$ cat src/rtl/sweep_pkg.sv
// Shared FSM state encoding for the sweep sequencer, its ILA decode and the control block.
package sweep_pkg;

   localparam int STATE_W = 3;

   typedef enum logic [STATE_W-1:0] {
      S_IDLE  = 3'd0,
      S_CFG   = 3'd1,
      S_LOCK  = 3'd2,
      S_CLR   = 3'd3,
      S_RUN   = 3'd4,
      S_DRAIN = 3'd5,
      S_DONE  = 3'd6,
      S_ERR   = 3'd7
   } state_e;

   function automatic int max3(input int a, input int b, input int c);
      int m;
      m = (a > b) ? a : b;
      return (m > c) ? m : c;
   endfunction

   // Counters are loaded with count-1, so clog2(count) bits always suffice.
   function automatic int cnt_width(input int n);
      return (n > 1) ? $clog2(n) : 1;
   endfunction

endpackage

$ cat src/rtl/sweep_timer.sv
// Loadable down-counter shared by the CLR, RUN and lock-timeout phases; saturates at zero.
module sweep_timer #(
   parameter int W = 8
)(
   input  logic         clk,
   input  logic         rst,
   input  logic         load,
   input  logic [W-1:0] value,
   output logic         zero
);

   logic [W-1:0] cnt_q;
   logic [W-1:0] cnt_d;

   always_comb begin
      cnt_d = cnt_q;
      if (load) begin
         cnt_d = value;
      end else if (cnt_q != '0) begin
         cnt_d = cnt_q - 1'b1;
      end
   end

   always_ff @(posedge clk) begin
      if (rst) begin
         cnt_q <= '0;
      end else begin
         cnt_q <= cnt_d;
      end
   end

   assign zero = (cnt_q == '0);

endmodule

$ cat src/rtl/sweep_sequencer.sv
// Steps the MMCM through NUM_STEPS settings, runs the DUT and drains its FIFO into BRAM per step.
// Optional lock timeout (ERR state) is enabled by defining SWEEP_TIMEOUT_EN.
module sweep_sequencer
   import sweep_pkg::*;
#(
   parameter int AddrWL     = 9,
   parameter int StepWL     = 4,
   parameter int NUM_STEPS  = 16,
   parameter int RUN_CYCLES = 256,
   parameter int CLR_CYCLES = 8,
   parameter int LOCK_TMO   = 65535
)(
   input  logic                clk,
   input  logic                rst,
   input  logic                start,
   input  logic                abort,
   output logic                cfg_req,
   output logic [StepWL-1:0]   cfg_step,
   input  logic                cfg_ack,
   input  logic                mmcm_lock,
   output logic                dut_en,
   output logic                fifo_clear,
   input  logic                fifo_empty,
   output logic                fifo_rd_en,
   output logic                bram_we,
   output logic [AddrWL-1:0]   bram_waddr,
   output logic [StepWL-1:0]   step_idx,
   output logic                busy,
   output logic                done,
   output logic                err,
   output logic                ovf,
   output logic [STATE_W-1:0]  state
);

   localparam int TMAX = max3(RUN_CYCLES, CLR_CYCLES, LOCK_TMO);
   localparam int TW   = cnt_width(TMAX);
   localparam logic [AddrWL-1:0] ADDR_MAX  = '1;
   localparam logic [StepWL-1:0] STEP_LAST = StepWL'(NUM_STEPS - 1);

   state_e              state_q, state_d;
   logic [StepWL-1:0]   step_q, step_d;
   logic [AddrWL-1:0]   waddr_q, waddr_d;
   logic                full_q, full_d;
   logic                ovf_q, ovf_d;
   logic                rd_en_q, rd_en_d;
   logic                we_q, we_d;
   logic                cfg_req_q, cfg_req_d;
   logic                dut_en_q, dut_en_d;
   logic                fifo_clear_q, fifo_clear_d;
   logic                busy_q, busy_d;
   logic                done_q, done_d;
`ifdef SWEEP_TIMEOUT_EN
   logic                err_q, err_d;
`endif

   logic                take_start;
   logic                tmr_load;
   logic [TW-1:0]       tmr_val;
   logic                tmr_zero;

   sweep_timer #(.W(TW)) u_timer (
      .clk   (clk),
      .rst   (rst),
      .load  (tmr_load),
      .value (tmr_val),
      .zero  (tmr_zero)
   );

   assign take_start = start && !abort;

   always_comb begin
      state_d  = state_q;
      step_d   = step_q;
      waddr_d  = waddr_q;
      full_d   = full_q;
      ovf_d    = ovf_q;
      rd_en_d  = 1'b0;
      we_d     = 1'b0;
      tmr_load = 1'b0;
      tmr_val  = '0;

      // The address advances after each completed write and sticks at the top entry.
      if (we_q) begin
         if (waddr_q == ADDR_MAX) begin
            full_d = 1'b1;
         end else begin
            waddr_d = waddr_q + 1'b1;
         end
      end

      case (state_q)
         S_IDLE, S_DONE, S_ERR: begin
            if (take_start) begin
               state_d = S_CFG;
               step_d  = '0;
               waddr_d = '0;
               full_d  = 1'b0;
               ovf_d   = 1'b0;
            end
         end
         S_CFG: begin
            tmr_load = 1'b1;
            tmr_val  = TW'(LOCK_TMO - 1);
            if (cfg_ack) begin
               state_d = S_LOCK;
            end
         end
         S_LOCK: begin
            if (mmcm_lock) begin
               state_d  = S_CLR;
               tmr_load = 1'b1;
               tmr_val  = TW'(CLR_CYCLES - 1);
            end
`ifdef SWEEP_TIMEOUT_EN
            else if (tmr_zero) begin
               state_d = S_ERR;
            end
`endif
         end
         S_CLR: begin
            if (tmr_zero) begin
               state_d  = S_RUN;
               tmr_load = 1'b1;
               tmr_val  = TW'(RUN_CYCLES - 1);
            end
         end
         S_RUN: begin
            if (tmr_zero) begin
               state_d = S_DRAIN;
            end
         end
         S_DRAIN: begin
            if (rd_en_q) begin
               if (full_d) begin
                  ovf_d = 1'b1;
               end else begin
                  we_d = 1'b1;
               end
            end
            // fifo_empty only reflects a read one cycle after it, so reads are issued
            // on alternate cycles to avoid striking an already-empty FIFO.
            if (!rd_en_q) begin
               if (fifo_empty) begin
                  if (step_q == STEP_LAST) begin
                     state_d = S_DONE;
                  end else begin
                     state_d = S_CFG;
                     step_d  = step_q + 1'b1;
                  end
               end else begin
                  rd_en_d = 1'b1;
               end
            end
         end
         default: state_d = S_IDLE;
      endcase

      if (abort) begin
         state_d = S_IDLE;
         rd_en_d = 1'b0;
         we_d    = 1'b0;
      end

      cfg_req_d    = (state_d == S_CFG);
      dut_en_d     = (state_d == S_RUN);
      fifo_clear_d = (state_d == S_CLR);
      done_d       = (state_d == S_DONE);
      busy_d       = !((state_d == S_IDLE) || (state_d == S_DONE) || (state_d == S_ERR));
`ifdef SWEEP_TIMEOUT_EN
      err_d        = (state_d == S_ERR);
`endif
   end

   always_ff @(posedge clk) begin
      if (rst) begin
         state_q      <= S_IDLE;
         step_q       <= '0;
         waddr_q      <= '0;
         full_q       <= 1'b0;
         ovf_q        <= 1'b0;
         rd_en_q      <= 1'b0;
         we_q         <= 1'b0;
         cfg_req_q    <= 1'b0;
         dut_en_q     <= 1'b0;
         fifo_clear_q <= 1'b0;
         busy_q       <= 1'b0;
         done_q       <= 1'b0;
`ifdef SWEEP_TIMEOUT_EN
         err_q        <= 1'b0;
`endif
      end else begin
         state_q      <= state_d;
         step_q       <= step_d;
         waddr_q      <= waddr_d;
         full_q       <= full_d;
         ovf_q        <= ovf_d;
         rd_en_q      <= rd_en_d;
         we_q         <= we_d;
         cfg_req_q    <= cfg_req_d;
         dut_en_q     <= dut_en_d;
         fifo_clear_q <= fifo_clear_d;
         busy_q       <= busy_d;
         done_q       <= done_d;
`ifdef SWEEP_TIMEOUT_EN
         err_q        <= err_d;
`endif
      end
   end

   assign cfg_req    = cfg_req_q;
   assign cfg_step   = step_q;
   assign dut_en     = dut_en_q;
   assign fifo_clear = fifo_clear_q;
   assign fifo_rd_en = rd_en_q;
   assign bram_we    = we_q;
   assign bram_waddr = waddr_q;
   assign step_idx   = step_q;
   assign busy       = busy_q;
   assign done       = done_q;
   assign ovf        = ovf_q;
   assign state      = state_q;
`ifdef SWEEP_TIMEOUT_EN
   assign err        = err_q;
`else
   assign err        = 1'b0;
`endif

endmodule

$ cat config.mk
export PLATFORM = sky130hd
export DESIGN_NAME = sweep_sequencer
export DESIGN_NICKNAME = d
export VERILOG_FILES = /design/src/rtl/sweep_pkg.sv /design/src/rtl/sweep_timer.sv /design/src/rtl/sweep_sequencer.sv
export SDC_FILE = /design/constraint.sdc
export NUM_CORES = 1
export LEC_CHECK = 0
export BUFFER_PORTS_ARGS = -buffer_cell sky130_fd_sc_hd__buf_2
export CORE_AREA = 4 4 72 124
export DETAILED_ROUTE_END_ITERATION = 8
export DIE_AREA = 0 0 76 128
export PLACE_DENSITY = 0.57
export SYNTH_ARGS = -nofsm -noshare
export SYNTH_HDL_FRONTEND = slang
export SYNTH_HIERARCHICAL = 1
export SYNTH_SLANG_ARGS = --single-unit
export TNS_END_PERCENT = 5
$ cat constraint.sdc
create_clock -name clk -period 4.54 [get_ports clk]
set_input_delay 0.454 -clock clk [delete_from_list [all_inputs] [get_ports clk]]
set_output_delay 0.454 -clock clk [all_outputs]
set_load 0.02 [all_outputs]
==> impl_results.md <==
- Status: finished, final reports clean
- Commonest non-fill, non-tap cells in the layout: dfxtp_1 (41), buf_2 (34), nand2_1 (28)
- Clock skew: 0.004244 ns
- Top post-synthesis cells by area: dfxtp_1 (35%), nand2_1 (4.5%), nor2_1 (3.2%), nor3_1 (3.2%), a21oi_1 (3.0%)
- Tot Pwr: 0.001472 W
- YS warnings: 6
- Clock buffer depth: 2
- Clock Sinks: 41
- Tmin final: 3.528 ns
- Synthesized area per cell: 8.534 sq um
- # hold bufs at CTS: 0
- Distinct cells, synth: 64
- Area Overhead vs Synth: 15.14%
- Share of the synthesized area in the top cell type: 35.23%
- Setup Total Neg Slack: 0 ns
- Max IR drop VDD: 244.5 uV
- First drt pass iteration count: 4
- # DRC: 0
- Post-DP HPWL: 4354 um
- Hold path depth: 2
- Postcts setup bufs: 0
- CTS tree: yes
- Share of cells above drive strength 1: 20.93%
- Vias in the first global route: 2,119
- Hold crit path type: in -> reg
- Fin util: 33.92%
- Cell row count: 43
- Stages on the worst setup path: 13
- I/O pins: 36
- Startpoint types: flip-flop
- Fin crit share: 77.72%
- Crit-path leading delay family: simple AND/OR/NAND/NOR gates
- Global-route wire length before repair: 9729 um
- Most frequent CP cell: buf_4
- Initial core utilization: 29.46%
- Worst setup path class: reg -> reg
- Critical Path End Type: flip-flop
- Fin. Hold Viols: 0
- Fmax: 283.4 MHz
- CTS resizes: 0
- Max Cap Violations: 0
- Seq/Total Area, Yosys: 35.23%
- R2R cell count: 13
- WP data required: 4.74 ns
- Pint: 0.0009294 W
- Cell type with the largest total area after synthesis: dfxtp_1
- Die height: 128 um
- Syn_nets: 283
- #FFs+latches synth: 41
- P per Cell Area: 548.8 nW/um^2
- GPL Wtd Cong: 0.8193
- Fin area: 2683 sq um
- DR vias: 2,141
- Worst Path Buf+Inv: 3
- Combinational power share: 39.9%
- Synth Instances: 273
- Max Slew Vio Count: 0
- GRT Resource Usage Total: 12.09%
- Post-synth EDFFs: 0
- Most common cell after layout, fill and taps aside: dfxtp_1
- Initial antenna violation count: 0
- Pleak: 1.041 nW
- Die Wd: 76 um
- Worst EP arrival: 3.73 ns
- Port Buf Inserts: 34
- Worst Path Max Fanout: 17
- Largest net degree at the start of global routing: 20
- CP max stage cell: or4_4
- Routed WL per cell: 14.78 um
- Switch Pwr: 0.0005427 W
- Post-DP Area: 2522 sq um
- Routed vias/inst: 5.476
- Antenna Cells: 0
- Main flop type after synthesis: dfxtp_1
- Worst-path clk slew: 0.06 ns
- Die area: 9728 sq um
- CTS Root Cell: clkbuf_16
- Synthesized area: 2330 sq um
- Post-Place Setup Slack: 1.052 ns
- Reg power frac: 33.5%
- Unrepaired setup endpoints after global routing: no
- Critical-path cell list: inv_1, ha_1, or3b_2, or4_4, nor2_1, o21ai_0, a21oi_1, buf_4, nor2b_1, buf_4, nand2_1, a31o_2, nor3_1
- Clock latency on the worst-skew pair: 0.28 ns
- Switching share of power: 36.86%
- Worst setup margin: 1.012 ns
- Global route total overflow: 0
- Total Routed Length: 5779 um
- Worst slew margin: 18.38%
- Final-stage net count: 311
- Num CTS Buffers: 5
- Final-layout fill cell count: 815
- Routed Antenna Nets: 0
- Synth async-reset ratio: 0%
- Clock network fraction of design power: 26.5%
- First DRT Iteration DRCs: 110
- Core footprint: 7909 sq um
- Slew @ Worst Pin: 1.215 ns
- Largest stage delay on the critical path: 0.59 ns
- Final setup vio count: 0
- H-tree levels: 2
## metal layers
layer	global-route usage (%)	up-vias	routed length [um]
met5	0	-	0
met2	21.36	62	3041
met1	12.77	995	2285
li1	-	1065	-
met4	7.652	0	228
met3	2.672	19	224
## stage by stage
step | hold WS, ns | cells
floorplan | 0.4288 | 273
global placement | 0.4465 | 384
detailed placement | 0.4557 | 384
CTS | 0.3921 | 391
global route | 0.3943 | 391
finish | 0.4014 | 391
## flip-flops by register name, indices dropped and copies added, names as in the netlist
signal / flops
u_timer/cnt_q: 16
state: 3
cfg_req: 1
cfg_step: 4
bram_we: 1
dut_en: 1
fifo_clear: 1
ovf: 1
full_q: 1
busy: 1
fifo_rd_en: 1
done: 1
bram_waddr: 9
## path summary, 6_finish.rpt
| kind | end | startpoint | slack (ns) |
|---|---|---|---|
| max reg2reg | u_timer/cnt_q[13]$_SDFFE_PP0P_ | u_timer/cnt_q[0]$_SDFFE_PP0P_ | 1.01 |
| min | fifo_rd_en$_SDFF_PP0_ | fifo_empty | 0.40 |
| min reg2reg | ovf$_SDFFE_PP0P_ | ovf$_SDFFE_PP0P_ | 0.46 |
| max | u_timer/cnt_q[13]$_SDFFE_PP0P_ | u_timer/cnt_q[0]$_SDFFE_PP0P_ | 1.01 |
## power groups by stage
stage / Sequential, W / Clock (W) / Combinational [W]
3_3_place_gp: 0.000496 / 0 / 0.000577
4_1_cts: 0.000491 / 0.000405 / 0.000588
6_report: 0.000494 / 0.000390 / 0.000588
3_5_place_dp: 0.000498 / 0 / 0.000586
5_1_grt: 0.000502 / 0.000419 / 0.000645
2_1_floorplan: 0.000483 / 0 / 0.000499
## kinds of logic after synthesis
logic type	after synthesis	share of synthesized area, %
other	1	0.1610
AND/OR/NAND/NOR	116	29.43
flip-flops	41	35.23
adder cells (fa/ha/maj)	3	1.611
XOR/XNOR	12	4.511
multiplexers	3	1.343
AO/OA/AOI/OAI	72	21.59
buffers and inverters	25	6.122
## cells in the mapped netlist (4+ instances only)
cell type,number
and3_1,4
o21ai_1,4
nor4_1,4
o21ai_0,13
nand3_1,10
a31oi_1,5
o31ai_1,4
nand2_1,28
nand2b_1,5
xor2_1,4
dfxtp_1,41
xnor2_1,8
buf_4,6
nor3_1,15
nor2_1,20
a21oi_1,14
inv_1,10
## cell type report
type | count | area (sq um) | share of cell area [%]
timing repair buffer | 36 | 185.2 | 6.903
inverter | 10 | 37.54 | 1.399
multi-input combinational | 207 | 1366 | 50.93
clock buffer | 5 | 125.1 | 4.664
sequential | 41 | 820.8 | 30.60
clock inverter | 2 | 35.03 | 1.306
tap | 90 | 112.6 | 4.198
Power figures use the tool's default switching activity.
